==> src/rtl/rate_tick_counter_pkg.sv <==
// Shared widths, rate-select encodings and rate load constants for the
// counter display lab time base.
package rate_tick_counter_pkg;

  localparam int unsigned RATE_W_DEF  = 20;
  localparam int unsigned DIGIT_W_DEF = 4;

  typedef enum logic [1:0] {
    RATE_FULL    = 2'b00,
    RATE_ONE     = 2'b01,
    RATE_HALF    = 2'b10,
    RATE_QUARTER = 2'b11
  } rate_sel_e;

  // Load values assume a 1 MHz time base; period = load + 1 cycles
  localparam logic [RATE_W_DEF-1:0] RATE_LOAD_FULL    = 20'd0;
  localparam logic [RATE_W_DEF-1:0] RATE_LOAD_ONE     = 20'd999_999;
  localparam logic [RATE_W_DEF-1:0] RATE_LOAD_HALF    = 20'd499_999;
  localparam logic [RATE_W_DEF-1:0] RATE_LOAD_QUARTER = 20'd249_999;

  function automatic logic [RATE_W_DEF-1:0] rate_load(input rate_sel_e sel);
    logic [RATE_W_DEF-1:0] val;
    case (sel)
      RATE_FULL:    val = RATE_LOAD_FULL;
      RATE_ONE:     val = RATE_LOAD_ONE;
      RATE_HALF:    val = RATE_LOAD_HALF;
      default:      val = RATE_LOAD_QUARTER;
    endcase
    return val;
  endfunction

endpackage

==> src/rtl/rate_tick_counter_gen.sv <==
// Reloadable down-counter: latches the rate load value and emits a
// registered one-cycle tick once every rate_q+1 enabled cycles.
module rate_tick_gen
  import rate_tick_counter_pkg::*;
#(
  parameter int unsigned RATE_W = RATE_W_DEF
) (
  input  logic              clock,
  input  logic              resetn,
  input  logic [RATE_W-1:0] rate_in,
  input  logic              enable,
  input  logic              restart,
  output logic              tick
);

  logic [RATE_W-1:0] rate_q, rate_d;
  logic [RATE_W-1:0] cnt_q, cnt_d;
  logic              tick_q, tick_d;

  always_comb begin
    rate_d = rate_q;
    cnt_d  = cnt_q;
    tick_d = 1'b0;
    if (restart) begin
      // restart reloads from the old rate; a pending change is taken next edge
      cnt_d = rate_q;
    end else if (rate_in != rate_q) begin
      rate_d = rate_in;
      cnt_d  = rate_in;
    end else if (enable) begin
      if (cnt_q == '0) begin
        tick_d = 1'b1;
        cnt_d  = rate_q;
      end else begin
        cnt_d = cnt_q - 1'b1;
      end
    end
  end

  always_ff @(posedge clock or negedge resetn) begin
    if (!resetn) begin
      rate_q <= '0;
      cnt_q  <= '0;
      tick_q <= 1'b0;
    end else begin
      rate_q <= rate_d;
      cnt_q  <= cnt_d;
      tick_q <= tick_d;
    end
  end

  assign tick = tick_q;

endmodule

==> src/rtl/rate_tick_counter.sv <==
// Time base for the counter display lab: tick generator plus a wrapping
// display-digit counter advanced by each tick.
module rate_tick_counter
  import rate_tick_counter_pkg::*;
#(
  parameter int unsigned RATE_W    = RATE_W_DEF,
  parameter int unsigned DIGIT_W   = DIGIT_W_DEF,
  parameter int unsigned DIGIT_MAX = 15
) (
  input  logic               clock,
  input  logic               resetn,
  input  logic [RATE_W-1:0]  rate_in,
  input  logic               enable,
  input  logic               clear,
  output logic               tick,
  output logic [DIGIT_W-1:0] digit
);

  logic               tick_w;
  logic [DIGIT_W-1:0] digit_q, digit_d;

  rate_tick_gen #(
    .RATE_W (RATE_W)
  ) u_gen (
    .clock   (clock),
    .resetn  (resetn),
    .rate_in (rate_in),
    .enable  (enable),
    .restart (clear),
    .tick    (tick_w)
  );

  always_comb begin
    digit_d = digit_q;
    if (clear) begin
      digit_d = '0;
    end else if (tick_w) begin
      digit_d = (digit_q == DIGIT_W'(DIGIT_MAX)) ? '0 : digit_q + 1'b1;
    end
  end

  always_ff @(posedge clock or negedge resetn) begin
    if (!resetn) begin
      digit_q <= '0;
    end else begin
      digit_q <= digit_d;
    end
  end

  assign tick  = tick_w;
  assign digit = digit_q;

endmodule

==> config.mk <==
export PLATFORM = sky130hd
export DESIGN_NAME = rate_tick_counter
export DESIGN_NICKNAME = d
export VERILOG_FILES = /design/src/rtl/rate_tick_counter_pkg.sv /design/src/rtl/rate_tick_counter_gen.sv /design/src/rtl/rate_tick_counter.sv
export SDC_FILE = /design/constraint.sdc
export NUM_CORES = 1
export LEC_CHECK = 0
export CAP_MARGIN = 20
export CELL_PAD_IN_SITES_DETAIL_PLACEMENT = 2
export CELL_PAD_IN_SITES_GLOBAL_PLACEMENT = 2
export CORE_ASPECT_RATIO = 2
export CORE_UTILIZATION = 40
export CTS_BUF_LIST = sky130_fd_sc_hd__clkbuf_4 sky130_fd_sc_hd__clkbuf_8
export CTS_CLUSTER_SIZE = 30
export DETAILED_ROUTE_END_ITERATION = 12
export PLACE_DENSITY = 0.91
export REMOVE_ABC_BUFFERS = 1
export SYNTH_ARGS = -nofsm -noshare
export SYNTH_HDL_FRONTEND = slang
export SYNTH_SLANG_ARGS = --single-unit
==> constraint.sdc <==
create_clock -name clock -period 7.65 [get_ports clock]
set_input_delay 1.1475 -clock clock [delete_from_list [all_inputs] [get_ports clock]]
set_output_delay 1.1475 -clock clock [all_outputs]
set_load 0.01 [all_outputs]
### Yosys cells after proc, flatten, opt, wreduce, memory -nomap -nowiden

Cells that the tools add are included.

* output and inout bits: 5
* logic and storage cells: 24
* register bits: 45

* multiplexer cells: 11
* $add $sub $neg: 2
* eq/ne operators: 2
* reductions and logical operators: 4
* bitwise gates (word level): 1

Operator list (count)
* 20-bit 2-to-1 mux: 4
* 20-bit zero test: 1
* 20-bit inequality test: 1
* 20-bit by 1-bit subtractor with 20-bit output (second input constant): 1
* 4-bit 2-to-1 mux: 3
* 4-bit by 1-bit adder with 4-bit output (second input constant): 1
* 4-bit equality test (second input constant): 1
* 1-bit 2-to-1 mux: 4
* 3-bit nonzero test: 1
* 2-bit AND reduction: 1
* 2-bit nonzero test: 1
* 1-bit NOT: 1

### Depth between registers and ports, before layout

Gate-level depths: netlist (run 1).

* depth in word-level cells: 5
* gate-level depth with buffers: 9

### Hierarchy

Synthesis (run 1) repeated with hierarchy kept, for this count alone.

* cells, all modules: 333
* area total of the unflattened synthesis: 2819.0 µm²

Modules (own cells, without submodules)
* rate_tick_gen: cells each 314, seq. area each 1026.0 µm², times used 1, area an instance 2627.5 µm²
* rate_tick_counter: cells each 19, seq. area each 100.1 µm², times used 1, area an instance 191.4 µm²

### Worst setup path before layout (run 1)

No wires, ideal clock.

* kind: input-to-reg
* from: in rate_in[19]
* to: reg u_gen.rate_q[0]
* slack: 5.009 ns
* data arrival time: 2.516 ns
* stages on the path: 6
* path through: xnor2_1 -> nand4_1 -> nor2_1 -> a21oi_1 -> clkbuf_1 -> mux2_2

* cells in the longest elaborated chain, start to end: 2

RTL lines
* from (decl): RTL line rate_tick_counter.sv:12 `input logic [RATE_W-1:0] rate_in,`
* 20-bit inequality test: RTL line rate_tick_counter_gen.sv:27 `end else if (rate_in != rate_q) begin`
* 2-bit AND reduction (no source line)
* to (signal assigned): RTL line rate_tick_counter_gen.sv:46 `rate_q <= rate_d;`
* to (decl): RTL line rate_tick_counter_gen.sv:16 `logic [RATE_W-1:0] rate_q, rate_d;`

Every way passes these cells.
A chain may end at the register's enable or synchronous reset.

### Worst setup path in the final report (run 1)

* from: in rate_in[13]
* to: reg u_gen.cnt_q[7]

* cells in the longest elaborated chain, start to end: 3
* elaborated cells on any way between the ends: 4

RTL lines
* 20-bit inequality test *: RTL line rate_tick_counter_gen.sv:27
* 20-bit 2-to-1 mux: RTL line rate_tick_counter_gen.sv:27
* 20-bit 2-to-1 mux: RTL line rate_tick_counter_gen.sv:24 `if (restart) begin`
* to (signal assigned): RTL line rate_tick_counter_gen.sv:47 `cnt_q <= cnt_d;`
* to (decl): RTL line rate_tick_counter_gen.sv:17 `logic [RATE_W-1:0] cnt_q, cnt_d;`

Mark *: on every way between the ends. The rest lies on a longest branch, timed or not.

==> impl_metrics.tcl, run 1 <==
set metrics [dict create \
    port-buffer-count 28 \
    hold_class "reg -> reg" \
    ys_types 51 \
    status "finished clean" \
    max-cap-violations 0 \
    syn_inst 299 \
    place_inst 402 \
    detailed_place_hpwl_mm 6.528 \
    max_freq_mhz 274.6 \
    die_area_um2 7530 \
    cts.repair.resized 0 \
    stdcell_area_um2 3329 \
    hold_buffers 0 \
    crit_fanout 19 \
    fin_crit_ps 3642 \
    cts_made_buffers 5 \
    std_cell_rows 43 \
    cellLeakagePower_nw 1.197 \
    wire_per_inst_um 22.44 \
    grt_pass1_vias 2877 \
    finalCritPeriodShare 0.4761 \
    reg2reg_slack_ps 4300 \
    start_util 0.4130 \
    p_sw_mw 0.1694 \
    path_class "in -> reg" \
    fin_setup_tns_ps 0 \
    setup_violations 0 \
    slew_headroom 0.2993 \
    p_seq_frac 0.510 \
    area_growth_pct 16.15 \
    p_per_area_nw_per_um2 169.3 \
    vdd_drop_max_mv 0.1114 \
    io_pins 29 \
    synth.top_cell.area_share 0.3928 \
    crit_arrival_ps 3870 \
    via_count 2590 \
    synth_edf_count 0 \
    grt_max_degree 47 \
    slowest_delay_ps 620 \
    grt_overflow 0 \
    switching_share 0.3004 \
    routabilityCongestion 0.7971 \
    ys_seq_area_frac 0.3928 \
    finalWirelength_mm 9.224 \
    first_pass_iters 4 \
    yosys_warnings 0 \
    hold_slack_ps 538.7 \
    cts_buffer_depth 2 \
    stdcell_count 411 \
    grt_first_pass_wirelength_mm 14.66 \
    skew_ps 11.32 \
    drtIter0Drc 94 \
    clock-sinks 45 \
    slew_violations 0 \
    worst_slew_pin_slew_ps 1047 \
    htree_num_levels 2 \
    insertion_delay_ps 310 \
    cts-root-buf "clkbuf_8" \
    die_height_um 121.7 \
    avgSynthCellArea_um2 9.587 \
    cts_tree "built" \
    grt_setup_unrepaired "false" \
    nNetsFinal 347 \
    crit_path_cell_trace "clkdlybuf4s50_1 -> xnor2_1 -> nand4_1 -> nor3_1 -> and2_0 -> buf_4 -> a31o_2 -> o2bb2ai_1" \
    placed_cell_area_um2 3201 \
    power.clock.fraction 0.296 \
    crit_family "simple AND/OR/NAND/NOR gates" \
    core_area_um2 6940 \
    drc 0 \
    cts.clk_slew.worst_paths_ps 80 \
    antenna_found_initial 0 \
    hold_viol_final 0 \
    die_w_um 61.86 \
    startpoint_type "input pin" \
    synth_async_sr_flop_share 1.000 \
    synthFlopType "dfrtp_1" \
    drive_gt1_frac 0.1153 \
    grt_util_all_layers 0.2726 \
    ant_nets 0 \
    crit_path_top_delay_cell "nor3_1" \
    comb_power_share 0.195 \
    path_buf_inv 2 \
    required_ps 7880 \
    ys_ff_latch 45 \
    synthTopCellsByArea "dfrtp_1 39%, mux2_2 7.5%, xnor2_1 7.3%, o21ai_0 3.3%, nor2_1 2.7%" \
    n_antenna_cell 0 \
    synth_top_area_cell "dfrtp_1" \
    post_cts_buffers 0 \
    syn_area_um2 2866 \
    viasPerCell 6.302 \
    setup.worst_path.end_class "flip-flop" \
    p_int_mw 0.3945 \
]
## cells by family after synthesis
| logic type | count (synthesis) | synth area share |
|---|---|---|
| mux | 24 | 0.09210 |
| flops | 45 | 0.3928 |
| fa+ha+maj | 3 | 0.01310 |
| xor+xnor | 29 | 0.08861 |
| compound gates | 84 | 0.2082 |
| simple gates | 92 | 0.1694 |
| buf+inv | 22 | 0.03579 |
## layer usage
| layer | vias up | part of all wire | track usage |
|---|---|---|---|
| met4 | 0 | 0.045 | 0.1639 |
| met5 | - | 0 | 0 |
| met3 | 37 | 0.031 | 0.04565 |
| met1 | 1327 | 0.37 | 0.2889 |
| met2 | 64 | 0.55 | 0.4758 |
| li1 | 1162 | - | - |
## placed cells by master (no fill, tap or decap), types with 4 or more instances in the layout
cell,Yosys,final
nor4b_1,4,4
o31ai_1,7,7
xnor2_1,24,24
nand2_1,14,14
a21oi_1,7,6
nand2b_1,5,5
mux2i_1,5,5
nor4_1,6,6
nand4_1,5,5
a31oi_1,5,5
or3_1,6,6
mux2_2,19,19
clkdlybuf4s50_1,0,27
clkbuf_8,0,7
inv_1,4,4
o2bb2ai_1,9,9
nor2_1,21,21
a211oi_1,6,6
nor3_1,13,13
o21bai_1,6,6
xor2_1,5,5
dfrtp_1,45,45
nand3_1,7,7
o21ai_0,19,19
## power by group through the flow
stage,combinational [mW],clock [mW],sequential [mW]
2_1_floorplan,0.0627,0,0.282
3_3_place_gp,0.102,0,0.290
3_5_place_dp,0.108,0,0.291
4_1_cts,0.109,0.173,0.287
5_1_grt,0.120,0.178,0.291
6_report,0.110,0.167,0.287
## sequential cells by signal, summed over array words and instances (netlist names)
register	flops
u_gen.cnt_q	20
digit	4
u_gen.tick	1
u_gen.rate_q	20
## Yosys cell counts, types with 2 or more instances
cell type  count
dfrtp_1       45
xnor2_1       24
nor2_1        21
mux2_2        19
o21ai_0       19
clkbuf_1      14
nand2_1       14
nor3_1        13
o2bb2ai_1      9
a21oi_1        7
nand3_1        7
o31ai_1        7
a211oi_1       6
nor4_1         6
o21bai_1       6
or3_1          6
a31oi_1        5
mux2i_1        5
nand2b_1       5
nand4_1        5
xor2_1         5
inv_1          4
nor4b_1        4
a21o_1         3
a221oi_1       3
a22o_1         3
ha_1           3
or4_1          3
a2bb2oi_1      2
buf_6          2
nor3b_1        2
o211ai_1       2
o21a_1         2
## layout make-up
type | instances | area (µm²)
Clock inverter | 1 | 5.005
Timing Repair Buffer | 32 | 325.3
Fill cell | 707 | 3611
Sequential cell | 45 | 1126
Tap cell | 90 | 112.6
Inverter | 4 | 15.01
Clock buffer | 7 | 96.34
Multi-Input combinational cell | 232 | 1649
## final timing paths
kind / from / end / cells after the start
worst max-delay path: rate_in[13] / u_gen.cnt_q[7] / 8
worst min-delay path: u_gen.rate_q[4] / u_gen.cnt_q[4] / 1
worst max register to register: u_gen.cnt_q[4] / u_gen.cnt_q[8] / 6
worst min register to register: u_gen.rate_q[4] / u_gen.cnt_q[4] / 1
max in group asynchronous: resetn / u_gen.rate_q[8] / 2
min in group asynchronous: resetn / digit[2] / 1
## per-stage QoR
stage,utilization,power (mW),setup slack (ps)
floorplan,-,0.3447,4502
global placement,0.4612,0.3918,3815
detailed placement,0.4612,0.3991,3704
CTS,0.4758,0.5696,4024
global route,0.4797,0.5882,3921
finish,0.4797,0.5638,4008
## worst register-to-register path, cell delays in order, from the launching register on
cell and delay (ps):
dfrtp_1 460, nor3_1 780, nand3_1 360, nor2_1 890
o21ai_0 190, nor4b_1 190, a2111oi_0 370
(Power assumes the default switching activity.)
==> run 2, diff against run 1 <==
--- a/config.mk
+++ b/config.mk
@@ -9,11 +9,11 @@
 export CELL_PAD_IN_SITES_DETAIL_PLACEMENT = 2
 export CELL_PAD_IN_SITES_GLOBAL_PLACEMENT = 2
 export CORE_ASPECT_RATIO = 2
-export CORE_UTILIZATION = 40
+export CORE_UTILIZATION = 34
 export CTS_BUF_LIST = sky130_fd_sc_hd__clkbuf_4 sky130_fd_sc_hd__clkbuf_8
 export CTS_CLUSTER_SIZE = 30
 export DETAILED_ROUTE_END_ITERATION = 12
-export PLACE_DENSITY = 0.91
+export PLACE_DENSITY = 0.83
 export REMOVE_ABC_BUFFERS = 1
 export SYNTH_ARGS = -nofsm -noshare
 export SYNTH_HDL_FRONTEND = slang
==> constraint.sdc (replaced) <==
create_clock -name clock -period 3.1 [get_ports clock]
set_input_delay 0.465 -clock clock [delete_from_list [all_inputs] [get_ports clock]]
set_output_delay 0.465 -clock clock [all_outputs]
set_load 0.01 [all_outputs]
==> run 2 against run 1 <==
  * Core utilization down 6.3 points
  * Via count down 1.2%
  * First-iteration DRC count up 24%
  * Final area up 3.0%
  * Power rose to 2.7 times the previous value
  * Largest cell class unchanged
  * Largest power group unchanged
  * Clock power rose to 3.3 times the previous value
  * Count of clock-buffer cells in the layout down 2
==> impl_metrics.tcl, run 2 (synthesis gave the netlist of run 1 again) <==
set metrics [dict create \
    status "finished clean" \
    clock-sinks 45 \
    crit_fanout 6 \
    reg2reg_to "u_gen.cnt_q[18]" \
    via_count 2559 \
    grt_first_pass_wirelength_mm 15.37 \
    wire_per_inst_um 22.98 \
    htree_num_levels 2 \
    die_area_um2 8824 \
    first_pass_iters 4 \
    std_cell_rows 47 \
    port-buffer-count 28 \
    cts_tree "built" \
    path_class "reg -> reg" \
    stdcell_area_um2 3431 \
    fin_crit_ps 2933 \
    grt_util_all_layers 0.2389 \
    io_pins 29 \
    final_cell_mix "45 x dfrtp_1, 27 x clkdlybuf4s50_1, 24 x xnor2_1" \
    final_common_cell "dfrtp_1" \
    setup.worst_path.end_class "flip-flop" \
    crit_arrival_ps 3200 \
    drc 0 \
    final_util 0.4167 \
    die_w_um 66.93 \
    ant_nets 0 \
    slew_violations 0 \
    hold_buffers 0 \
    crit_path_cell_trace "inv_1 -> ha_1 -> nor3b_1 -> nand3_1 -> or3_1 -> or3_1 -> a311oi_1 -> a221o_1" \
    grt_pass1_vias 2813 \
    crit_top_cell "or3_1" \
    required_ps 3360 \
    power.total_mw 1.536 \
    grt_overflow 0 \
    n_antenna_cell 0 \
    viasPerCell 5.979 \
    p_per_area_nw_per_um2 447.8 \
    cellLeakagePower_nw 1.252 \
    detailed_place_hpwl_mm 6.893 \
    cts.clk_slew.worst_paths_ps 100 \
    setup_violations 0 \
    drive_gt1_frac 0.1424 \
    placed_cell_area_um2 3271 \
    grt_setup_unrepaired "false" \
    reg2reg_slack_ps 170 \
    nNetsFinal 356 \
    cts_made_buffers 5 \
    r2r_start "u_gen.cnt_q[0]" \
    max-cap-violations 0 \
    hold_class "in -> async" \
    hold_viol_final 0 \
    cts-root-buf "clkbuf_8" \
    r2r_cells 8 \
    die_height_um 131.9 \
    startpoint_type "flip-flop" \
    slowest_delay_ps 480 \
    finalWirelength_mm 9.837 \
    skew_ps 17.59 \
    slew_headroom 0.4004 \
    routabilityCongestion 0.8761 \
    insertion_delay_ps 320 \
    finalCritPeriodShare 0.9463 \
    worst_slew_pin_slew_ps 899.4 \
    start_util 0.3482 \
    crit_path_top_delay_cell "dfrtp_1" \
    cts_buffer_depth 2 \
    core_area_um2 8233 \
    max_freq_mhz 340.9 \
    area_growth_pct 19.69 \
    antenna_found_initial 0 \
    hold_slack_ps 99.47 \
    vdd_drop_max_mv 0.2961 \
    drtIter0Drc 117 \
    grt_max_degree 46 \
]
## run 2: cell types whose count changed in the layout (fill, tap and decap cells not counted), sizes merged
cell and change:
clkbuf -2, buf +9, bufinv +2
## run 2: cell type report
cell class	count	area (µm²)
multi-input combinational	232	1648
sequential	45	1126
clock buffer	5	68.82
clock inverter	3	65.06
inverter	4	15.01
fill	927	4802
tap	98	122.6
timing repair buffer	41	385.4
## run 2: power breakdown
group | internal (mW) | leakage [nW] | total [mW] | switching (mW)
clock | 0.321 | 0.0681 | 0.549 | 0.228
sequential | 0.637 | 0.541 | 0.708 | 0.0709
combinational | 0.138 | 0.643 | 0.279 | 0.141
## run 2: how the worst max path moves through the flow
stage | startpoint | endpoint | slack [ps] | cells after the start
global placement | rate_in[13] | u_gen.tick | 100 | 8
floorplan | u_gen.cnt_q[12] | u_gen.cnt_q[8] | 560 | 6
global route | u_gen.cnt_q[8] | u_gen.cnt_q[18] | 50 | 6
detailed placement | rate_in[13] | u_gen.tick | -20 | 8
CTS | u_gen.cnt_q[12] | u_gen.cnt_q[8] | 190 | 7
finish | u_gen.cnt_q[0] | u_gen.cnt_q[18] | 170 | 8
## run 2: worst max-delay path: cells and delay by family (launching register included)
family,cells,cell delay (ps)
adders and majority gates,1,240
and+or+nand+nor,4,1530
AOI/OAI and AO/OA,2,510
buffers and inverters,1,120
DFF,1,480
## run 2: metrics by stage
stage          instances  setup TNS, ps  setup slack (ps)
5_1_grt              428              0             54.39
3_3_place_gp         419              0             102.6
3_5_place_dp         419         -17.29            -17.29
4_1_cts              427              0             186.9
6_report             428              0             166.6
2_1_floorplan        281              0             564.2
## run 2: what timing repair did
action / 4_1_cts / 5_1_grt
endpoints found under the setup margin: 0 / 2
resized for setup: 0 / 1
setup buffers: 0 / 0
## run 2: routing by layer
layer | part of all wire | GRT usage | up-vias
li1 | - | - | 1177
met1 | 0.37 | 0.2548 | 1314
met2 | 0.58 | 0.4433 | 49
met4 | 0.036 | 0.1040 | 0
met5 | 0 | 0 | -
met3 | 0.019 | 0.03028 | 19
==> run 3, diff against run 2 <==
--- a/config.mk
+++ b/config.mk
@@ -13,6 +13,7 @@
 export CTS_BUF_LIST = sky130_fd_sc_hd__clkbuf_4 sky130_fd_sc_hd__clkbuf_8
 export CTS_CLUSTER_SIZE = 30
 export DETAILED_ROUTE_END_ITERATION = 12
+export GPL_TIMING_DRIVEN = 0
 export PLACE_DENSITY = 0.83
 export REMOVE_ABC_BUFFERS = 1
 export SYNTH_ARGS = -nofsm -noshare
==> constraint.sdc (replaced) <==
create_clock -name clock -period 3.1 [get_ports clock]
set_input_delay 0.31 -clock clock [delete_from_list [all_inputs] [get_ports clock]]
set_output_delay 0.31 -clock clock [all_outputs]
set_load 0.01 [all_outputs]
==> run 3 against run 2 <==
  * Via count fell by 1.3%
  * Count of clock-buffer cells in the layout rose by 2
  * Critical path type is now in -> reg
  * Clock power fell by 29%
  * Combinational power fell by 6%
  * Flip-flop and latch count did not move
  * Register-to-register slack got worse by 40 ps
  * Power fell by 11%
  * Worst hold slack improved by 400 ps
  * Sequential power barely moved
==> impl_metrics.tcl, run 3 (synthesis gave the netlist of run 1 again) <==
set metrics [dict create \
    status "finished clean" \
    path_class "in -> reg" \
    hold_class "in -> async" \
    insertion_delay_ps 310 \
    finalCritPeriodShare 0.9690 \
    wl_met3_um 148 \
    setup_violations 0 \
    area_growth_pct 16.50 \
    stdcell_count 417 \
    vdd_drop_max_mv 0.1969 \
    p_per_area_nw_per_um2 408.5 \
    finalWirelength_mm 9.058 \
    skew_ps 5.982 \
    place_inst 409 \
    multi_input_area_um2 1674 \
    viasPerCell 6.055 \
    wire_per_inst_um 21.72 \
    max-cap-violations 0 \
    antenna_found_initial 0 \
    io_pins 29 \
    grt_pass1_vias 2758 \
    nNetsFinal 346 \
    cts_buffer_depth 2 \
    core_area_um2 8233 \
    worst_slew_pin_slew_ps 1025 \
    drc 0 \
    grt_util_all_layers 0.2232 \
    wl_met1_mm 3.358 \
    required_ps 3340 \
    die_w_um 66.93 \
    post_cts_buffers 0 \
    setup.worst_path.end_class "flip-flop" \
    drtIter0Drc 84 \
    startpoint_type "input pin" \
    max_freq_mhz 332.9 \
    dr_wl_met2_mm 5.304 \
    detailed_place_hpwl_mm 6.403 \
    num-fill-cells 921 \
    cts_made_buffers 5 \
    die_height_um 131.9 \
    grt_max_degree 47 \
    final_cell_mix "45 x dfrtp_1, 26 x clkdlybuf4s50_1, 24 x xnor2_1" \
    crit_fanout 12 \
    cellLeakagePower_nw 1.186 \
    cts_tree "built" \
    start_util 0.3482 \
    grt_first_pass_wirelength_mm 14.70 \
    slew_headroom 0.3143 \
    port-buffer-count 28 \
    fin_crit_ps 3004 \
    final_common_cell "dfrtp_1" \
    via_count 2525 \
    register_area_um2 1126 \
    drive_gt1_frac 0.1223 \
    cts-root-buf "clkbuf_8" \
    routabilityCongestion 0.7952 \
    clock-sinks 45 \
    cts.clk_slew.worst_paths_ps 90 \
    std_cell_rows 47 \
    crit_arrival_ps 3240 \
    power.total_mw 1.364 \
    highest_layer "met4" \
    htree_num_levels 2 \
    fin_setup_tns_ps 0 \
    n_antenna_cell 0 \
    die_area_um2 8824 \
    hold_viol_final 0 \
    slew_violations 0 \
    grt_overflow 0 \
    first_pass_iters 4 \
    ant_nets 0 \
]
run 3: area by class of cell:
cell class	instances	area share
repair buffers	31	0.09329
multi-input cells	232	0.5013
flip-flops and latches	45	0.3372
inverters	4	0.004496
clock buffers	7	0.02698
well taps	98	0.03672
run 3: what timing repair did:
item	CTS	global route
hold buffers	1	0
gates resized for setup	1	6
setup endpoints to repair	7	13
pin swaps	0	0
hold endpoints to repair	18	0
run 3: report_power, final:
part / switching (mW) / total [mW] / leakage (nW) / internal (mW)
sequential: 0.0724 / 0.709 / 0.541 / 0.637
combinational: 0.129 / 0.262 / 0.597 / 0.133
clock: 0.206 / 0.392 / 0.0477 / 0.186
total: 0.408 / 1.36 / 1.19 / 0.956
run 3: path summary, 6_finish.rpt:
path / slack (ps) / start / end / depth (start not counted)
min: 500 / resetn / u_gen.rate_q[3] / 2
max: 100 / rate_in[15] / u_gen.tick / 7
min in group clock: 540 / u_gen.rate_q[6] / u_gen.cnt_q[6] / 1
max in group asynchronous: 2080 / resetn / u_gen.cnt_q[10] / 3
min reg2reg: 540 / u_gen.rate_q[6] / u_gen.cnt_q[6] / 1
max reg2reg: 130 / u_gen.rate_q[14] / u_gen.tick / 6
run 3: worst max-delay path, stage by stage:
cell and delay [ps]:
clkdlybuf4s50_1 450, xnor2_1 240, nand4_1 160, nor3_1 680, nand2_1 610, nor2_1 510
and4_1 270
run 3: metrics by stage:
step           instance area, µm²  hold slack [ps]  worst slack (ps)    util
5_1_grt                      3339            533.3            -18.75  0.4056
3_3_place_gp                 3182            503.8             -1577  0.3865
3_5_place_dp                 3214            293.2            -194.7  0.3904
6_report                     3339            496.7             96.23  0.4056
4_1_cts                      3317            499.2             29.52  0.4029
2_1_floorplan                2779            14.41             564.2       -
run 3: metal layers:
layer | vias up | track usage
li1 | 1154 | -
met1 | 1321 | 0.2481
met2 | 34 | 0.4169
met3 | 16 | 0.02249
met4 | 0 | 0.07801
met5 | - | 0
